[config.mk]
export PLATFORM = sky130hd
export DESIGN_NAME = box_muller_pair
export DESIGN_NICKNAME = d
export VERILOG_FILES = /design/src/rtl/fpga_cfg_pkg.sv /design/src/rtl/fx_round_sat.sv /design/src/rtl/box_muller_pair.sv
export SDC_FILE = /design/constraint.sdc
export NUM_CORES = 2
export LEC_CHECK = 0
export CAP_MARGIN = 20
export CORE_MARGIN = 2
export CORE_UTILIZATION = 55
export CTS_CLUSTER_SIZE = 20
export DETAILED_ROUTE_END_ITERATION = 16
export GPL_TIMING_DRIVEN = 0
export PLACE_DENSITY = 0.76
export SLEW_MARGIN = 5
export SYNTH_ARGS = -nofsm -noshare
export SYNTH_HDL_FRONTEND = slang
export SYNTH_HIERARCHICAL = 1
export SYNTH_SLANG_ARGS = --single-unit
[constraint.sdc]
create_clock -name clk -period 15 [get_ports clk]
set_input_delay 2.25 -clock clk [delete_from_list [all_inputs] [get_ports clk]]
set_output_delay 2.25 -clock clk [all_outputs]
set_load 0.02 [all_outputs]
[src/rtl/fpga_cfg_pkg.sv]
// Shared fixed-point configuration for the Gaussian generator datapath.
package fpga_cfg_pkg;

   localparam int FP_WIDTH    = 32;
   localparam int FP_QFRAC    = 16;
   localparam int FP_HALF_LSB = 1 << (FP_QFRAC - 1);

   localparam logic signed [FP_WIDTH-1:0] FP_MAX = {1'b0, {(FP_WIDTH-1){1'b1}}};
   localparam logic signed [FP_WIDTH-1:0] FP_MIN = {1'b1, {(FP_WIDTH-1){1'b0}}};

endpackage

[src/rtl/fx_round_sat.sv]
// Round-half-up and saturate a full-width signed Q-format product back to WIDTH bits.
module fx_round_sat
   import fpga_cfg_pkg::*;
#(
   parameter int WIDTH = FP_WIDTH,
   parameter int QFRAC = FP_QFRAC
) (
   input  logic signed [2*WIDTH-1:0] prod,
   output logic signed [WIDTH-1:0]   q,
   output logic                      ovf
);

   localparam logic signed [2*WIDTH:0]  HALF  = (2*WIDTH+1)'(1) << (QFRAC - 1);
   localparam logic signed [WIDTH-1:0]  Q_MAX = {1'b0, {(WIDTH-1){1'b1}}};
   localparam logic signed [WIDTH-1:0]  Q_MIN = {1'b1, {(WIDTH-1){1'b0}}};

   logic signed [2*WIDTH:0] prod_ext;
   logic signed [2*WIDTH:0] sum;
   logic signed [2*WIDTH:0] shifted;
   logic        [WIDTH+1:0] hi;

   // One guard bit keeps the rounding add from wrapping; in range means the top bits are all sign copies
   always_comb begin
      prod_ext = {prod[2*WIDTH-1], prod};
      sum      = prod_ext + HALF;
      shifted  = sum >>> QFRAC;
      hi       = shifted[2*WIDTH:WIDTH-1];
      ovf      = !((&hi) || !(|hi));
      if (ovf) begin
         q = shifted[2*WIDTH] ? Q_MIN : Q_MAX;
      end else begin
         q = shifted[WIDTH-1:0];
      end
   end

endmodule

[src/rtl/box_muller_pair.sv]
// Joins a radius with a (cos, sin) pair and emits R*cos then R*sin on one stream,
// sharing a single multiplier between the two samples.
module box_muller_pair
   import fpga_cfg_pkg::*;
#(
   parameter int WIDTH = FP_WIDTH,
   parameter int QFRAC = FP_QFRAC,
   parameter int CNT_W = 32
) (
   input  logic                    clk,
   input  logic                    rst,
   input  logic                    r_valid_in,
   output logic                    r_ready_out,
   input  logic signed [WIDTH-1:0] r_data,
   input  logic                    t_valid_in,
   output logic                    t_ready_out,
   input  logic signed [WIDTH-1:0] cos_data,
   input  logic signed [WIDTH-1:0] sin_data,
   output logic                    valid_out,
   input  logic                    ready_in,
   output logic signed [WIDTH-1:0] result,
   output logic                    pair_sel,
   output logic                    sat_flag,
   input  logic                    sat_clear,
   output logic [CNT_W-1:0]        out_count
);

   typedef enum logic [2:0] {IDLE, CALC0, EMIT0, CALC1, EMIT1} state_t;

   state_t                    state, state_nxt;
   logic                      join_hs, emit_hs, calc;
   logic signed [WIDTH-1:0]   r_hold, c_hold, s_hold, mul_op, rs_q;
   logic signed [2*WIDTH-1:0] r_ext, op_ext, prod;
   logic                      rs_ovf;

   assign join_hs = r_ready_out;
   assign emit_hs = valid_out && ready_in;
   assign calc    = (state == CALC0) || (state == CALC1);

   // State register
   always_ff @(posedge clk or posedge rst) begin
      if (rst) state <= IDLE;
      else     state <= state_nxt;
   end

   // Next-state: join in IDLE, one compute cycle and one handshake per sample
   always_comb begin
      state_nxt = state;
      unique case (state)
         IDLE:    if (join_hs)  state_nxt = CALC0;
         CALC0:                 state_nxt = EMIT0;
         EMIT0:   if (ready_in) state_nxt = CALC1;
         CALC1:                 state_nxt = EMIT1;
         EMIT1:   if (ready_in) state_nxt = IDLE;
         default:               state_nxt = IDLE;
      endcase
   end

   // Handshake outputs: both readies mirror the joined valid, only in IDLE and never in reset
   always_comb begin
      r_ready_out = 1'b0;
      t_ready_out = 1'b0;
      valid_out   = 1'b0;
      unique case (state)
         IDLE: begin
            r_ready_out = r_valid_in && t_valid_in && !rst;
            t_ready_out = r_valid_in && t_valid_in && !rst;
         end
         EMIT0, EMIT1: valid_out = 1'b1;
         default: ;
      endcase
   end

   // Holding registers for the joined operands
   always_ff @(posedge clk or posedge rst) begin
      if (rst) begin
         r_hold <= '0;
         c_hold <= '0;
         s_hold <= '0;
      end else if (join_hs) begin
         r_hold <= r_data;
         c_hold <= cos_data;
         s_hold <= sin_data;
      end
   end

   // Shared multiplier: state selects cos or sin as the second operand
   always_comb begin
      mul_op = (state == CALC1) ? s_hold : c_hold;
      r_ext  = {{WIDTH{r_hold[WIDTH-1]}}, r_hold};
      op_ext = {{WIDTH{mul_op[WIDTH-1]}}, mul_op};
      prod   = r_ext * op_ext;
   end

   fx_round_sat #(.WIDTH(WIDTH), .QFRAC(QFRAC)) u_round_sat (
      .prod (prod),
      .q    (rs_q),
      .ovf  (rs_ovf)
   );

   // Result register loads only in CALC states, so it holds through back-pressure
   always_ff @(posedge clk or posedge rst) begin
      if (rst) begin
         result   <= '0;
         pair_sel <= 1'b0;
      end else if (calc) begin
         result   <= rs_q;
         pair_sel <= (state == CALC1);
      end
   end

   // Sticky saturation flag; a new saturation wins over a clear in the same cycle
   always_ff @(posedge clk or posedge rst) begin
      if (rst)                  sat_flag <= 1'b0;
      else if (calc && rs_ovf)  sat_flag <= 1'b1;
      else if (sat_clear)       sat_flag <= 1'b0;
   end

   // Emitted-sample counter, wraps naturally
   always_ff @(posedge clk or posedge rst) begin
      if (rst)          out_count <= '0;
      else if (emit_hs) out_count <= out_count + 1'b1;
   end

endmodule

# Word level (Yosys, flattened, before mapping)
# Cells that the tools add are included.
[op_classes]
n_mul = 1
n_eq_ne = 7
n_reduce_logical = 15
add_sub_neg = 2
n_mux = 11
[op_table]
columns = ["operator", "count"]
rows = [
  ["32-bit 2-to-1 mux", 3],
  ["64-bit by 17-bit adder with 65-bit output, second input constant", 1],
  ["32-bit by 32-bit multiplier with 64-bit output", 1],
  ["32-bit by 1-bit adder with 32-bit output, second input constant", 1],
  ["18-bit AND reduction", 1],
  ["18-bit OR reduction", 1],
  ["3-bit one-hot mux with 5 select lines", 1],
  ["3-bit 2-to-1 mux", 3],
  ["3-bit by 2-bit equality test with 1-bit output, second input constant", 2],
  ["2-bit inequality test, second input constant", 3],
  ["1-bit logical AND", 4],
  ["1-bit 2-to-1 mux", 4],
  ["3-bit by 1-bit equality test with 1-bit output, second input constant", 1],
  ["3-bit equality test, second input constant", 1],
  ["1-bit zero test", 3],
  ["3-bit zero test", 1],
  ["3-bit AND reduction", 1],
  ["1-bit logical OR", 2],
  ["2-bit nonzero test", 1],
  ["2-bit OR reduction", 1],
]
[totals]
in_bits = 102
reg_bits = 165
wordCells = 44
output_inout_bits = 69

# Depth between registers and ports, before layout
[depth]
ltp_word = 10
ltp_mapped = 45
depth_no_buf = 39

# By module
# The synthesis kept the hierarchy.
[modules_own_cells]
columns = ["mod", "area_per_inst_um2", "seq_area_each_um2", "n_inst", "cells_each"]
rows = [
  ["box_muller_pair", 42887.4, 4129.0, 1, 4567],
  ["fx_round_sat", 1599.0, 0.0, 1, 225],
]

# Worst setup path before layout
# OpenSTA, ideal clock, no wires.
[synth_timing]
kind = "register to register"
startpoint = "register state[0]"
endpoint = "register result[22]"
stages_incl_launch_ff = 44
setup_ns = 0.117
path_slack_ns = 4.197
t_arrival_ns = 10.686
n_path_buf = 6
t_required_ns = 14.883
synth_period_minus_slack_ns = 10.803
path_cell_list = "dfrtp_1 -> buf_2 -> nor2b_1 -> clkbuf_1 -> nand2_1 -> buf_2 -> mux2_2 -> clkbuf_1 -> nand2_1 -> inv_1 -> fa_1 -> fa_1 -> fa_1 -> inv_1 -> fa_1 -> inv_1 -> fa_1 -> fa_1 -> [8 not listed] -> a21o_1 -> a21oi_1 -> o21bai_1 -> a221o_1 -> a21oi_1 -> o21ai_1 -> xor2_1 -> and3_1 -> and4b_1 -> nand4_1 -> xnor2_1 -> nand4_1 -> nor4_1 -> a41o_4 -> buf_6 -> a21oi_2 -> nand2_1 -> nand2_1"
[synth_between]
elab_chain_len = 8
word_cells_on_any_way = 12
classes_between = "add/sub (1); mul (1); eq/ne (2); mux (3); reduce/logical (5)"
[synth_lines]
columns = ["item", "line_no", "rtl"]
rows = [
  ["start: declaration", "box_muller_pair.sv:30", "state_t state, state_nxt;"],
  ["start signal: assignment", "box_muller_pair.sv:43", "else state <= state_nxt;"],
  ["3-bit by 2-bit equality test with 1-bit output (*)", "box_muller_pair.sv:89", "mul_op = (state == CALC1) ? s_hold : c_hold;"],
  ["32-bit 2-to-1 mux (*)", "box_muller_pair.sv:89", ""],
  ["32-bit by 32-bit multiplier with 64-bit output (*)", "box_muller_pair.sv:92", "prod = r_ext * op_ext;"],
  ["via prod[61]", "box_muller_pair.sv:33", "logic signed [2*WIDTH-1:0] r_ext, op_ext, prod;"],
  ["64-bit by 17-bit adder with 65-bit output (*)", "fx_round_sat.sv:25", "sum = prod_ext + HALF;"],
  ["18-bit OR reduction", "fx_round_sat.sv:28", "ovf = !((&hi) || !(|hi));"],
  ["1-bit zero test", "fx_round_sat.sv:28", ""],
  ["1-bit logical OR", "fx_round_sat.sv:28", ""],
  ["32-bit 2-to-1 mux (*)", "fx_round_sat.sv:29", "if (ovf) begin"],
  ["via rs_q[22]", "box_muller_pair.sv:32", "logic signed [WIDTH-1:0] r_hold, c_hold, s_hold, mul_op, rs_q;"],
  ["end signal: assignment", "box_muller_pair.sv:107", "result <= rs_q;"],
  ["end: declaration", "box_muller_pair.sv:21", "output logic signed [WIDTH-1:0] result,"],
]
# Mark *: on every way through the listed nets, which the timed path passes. The rest lies on a longest branch.
# A chain may end at the register's enable or synchronous reset.

# Worst setup path in the final report
[layout_timing]
startpoint = "register state[0]"
endpoint = "register result[11]"
# The elaborated chain is that of the path after synthesis.

==> flow_summary.ini <==
[detailed_routing]
drt_first_pass_iters = 6
post_drt_via_cell_ratio = 5.81
vias = 35300
dr.first_iter.drc_count = 3280
drt-wirelength-per-cell_um = 26.6
post_route_drc = 0
routed_wl_um = 162000
antenna_left = 0

[die]
fp.dieArea_um2 = 82900
floorplan.die.width_um = 288
core_area_um2 = 80200
io_pins = 171
start_util_pct = 55.3
rows = 104
die_h_um = 288

[finish]
area.growth.synth_to_final_pct = 9.09
fin_util_pct = 60.3
number_of_fill_cells = 7212
multi_input_area_um2 = 35700
fin_nets = 6348
layout.cell_area.non_filler_um2 = 48400
sequential_cell_area_um2 = 4130
post_route_cells_drive_above_1_share_pct = 3.29

[hold_path]
min_path_cells = 2
hold_path_class = reg -> reg

[clock_network]
cts.repair.resized = 0
post-cts-setup-buffers = 0
clk_pin_slew_worst_paths_ns = 0.09
cts_hold_buf = 0
clock-root-buffer = sky130_fd_sc_hd__clkbuf_16
max-clock-path-buffers = 2
cts.htree.levels = 4
cts_tree = yes
clk-insertion-delay-late_ns = 0.49
cts_sink_cnt = 165
cts_made_buffers = 17

[critical_path]
slowest_stage = sky130_fd_sc_hd__clkbuf_1
cp.buffers_inverters = 10
r2r_depth = 41
worst_ep_arrival_time_ns = 14.69
end_kind = flip-flop
crit_required_ns = 15.37
cp_num_cells = 41
critical-path-top-delay-family = adder cells
largest_stage_delay_on_the_critical_path_ns = 0.86
critical-path-top-cell-by-count = sky130_fd_sc_hd__fa_1
critical_path.startpoint_type = flip-flop
timing.setup.critical_path_class = reg -> reg
path_max_fanout = 10

[yosys]
number_of_warnings_issued_by_yosys = 6
avg_cell_area_syn_um2 = 9.29
postSynthCellCount = 4770
synth_nets = 6140
synthesis.area_um2 = 44300

[timing]
worst_clock_skew_ns = 0.0151
timing.max_slew.rel_slack_pct = 12.5
finalMaxSlewViolations = 0
total_negative_setup_slacks_ns = 0
finalHoldViolCount = 0
grt_setup_unrepaired = false
tightest_slew_ns = 1.31
fmaxAchievable_ghz = 0.0698
layout_worst_path_cycle_share_pct = 95.5
fin_crit_ns = 14.32
final-setup-viol-count = 0

[global_routing]
track_usage_pct = 40.9
grt_pass1_wl_um = 242000
global_route.peak_usage_layer = met2
via_count_of_the_first_global_routing_pass = 37900
global_route.usage.met3_pct = 9.08
gr-total-overflow = 0
grt.met1_usage_pct = 50.6
number_of_antenna_violations_at_the_first_check_in_global_routing = 16
grt_max_degree = 114
gr-usage-met2_pct = 62.7

[flow_run]
max-cap-violations = 0

[place]
dpl.hpwl_um = 135000
place.gp.congestion = 1.07
dpl-instance-area_um2 = 47500
portBuffers = 170

[run_status]
status = completed
==> registers in the layout (all words and copies together), names as in the netlist <==
signal / count
result: 32
s_hold: 32
sat_flag: 1
out_count: 32
r_hold: 32
c_hold: 32
state: 3
pair_sel: 1
==> layout make-up <==
type / instances / area share (%)
diodes: 19 / 0.0983
plain buffers: 254 / 2.07
clock buffers: 17 / 0.880
clock inverters: 15 / 0.476
inverters: 947 / 7.37
multi-input cells: 3404 / 73.7
flip-flops and latches: 165 / 8.54
well taps: 1060 / 2.74
repair buffers: 189 / 4.08
==> worst reg2reg max path: cells and delay by family (launching register included) <==
family / cells / cell delay (ns)
fa+ha+maj: 9 / 4.39
simple gates: 15 / 3.66
buf+inv: 10 / 3.16
compound gates: 4 / 1.74
mux: 1 / 0.59
flops: 1 / 0.37
xor+xnor: 2 / 0.30
==> metal layers <==
metal	vias up	wire (um)	part of all wire, %
met4	6	15900	9.8
met2	2054	71800	44
met5	-	46	0.028
met3	643	15500	9.6
met1	18200	58400	36
li1	14400	-	-
==> cells in the final DEF (no fill, tap or decap), drive strengths merged, types with 88 or more instances in the layout <==
master            n
a21oi            92
and2            286
clkbuf          254
clkdlybuf4s50   170
dfrtp           165
fa             1082
ha              186
inv             953
nand2           921
nor2             88
nor2b           248
==> metrics by stage <==
| stage | std cells | hold slack [ns] | setup slack, ns |
|---|---|---|---|
| 2_1_floorplan | 4770 | 0.440 | 4.20 |
| 3_3_place_gp | 6000 | 0.454 | 0.811 |
| 3_5_place_dp | 6008 | 0.459 | 0.965 |
| 4_1_cts | 6040 | 0.477 | 0.881 |
| 5_1_grt | 6052 | 0.489 | 0.314 |
| 6_report | 6070 | 0.472 | 0.682 |
==> final timing paths <==
path                                       to  slack (ns)      start
worst max-delay path               result[11]        0.68   state[0]
worst min-delay path                s_hold[5]        0.47  s_hold[5]
worst max register to register     result[11]        0.68   state[0]
worst min register to register      s_hold[5]        0.47  s_hold[5]
max in group asynchronous           result[5]       11.87        rst
min in group asynchronous       out_count[10]        2.17        rst
Power is left out: the tool's default activity adds up to more than one toggle a clock period on the data nets, which glitch-free logic cannot reach.
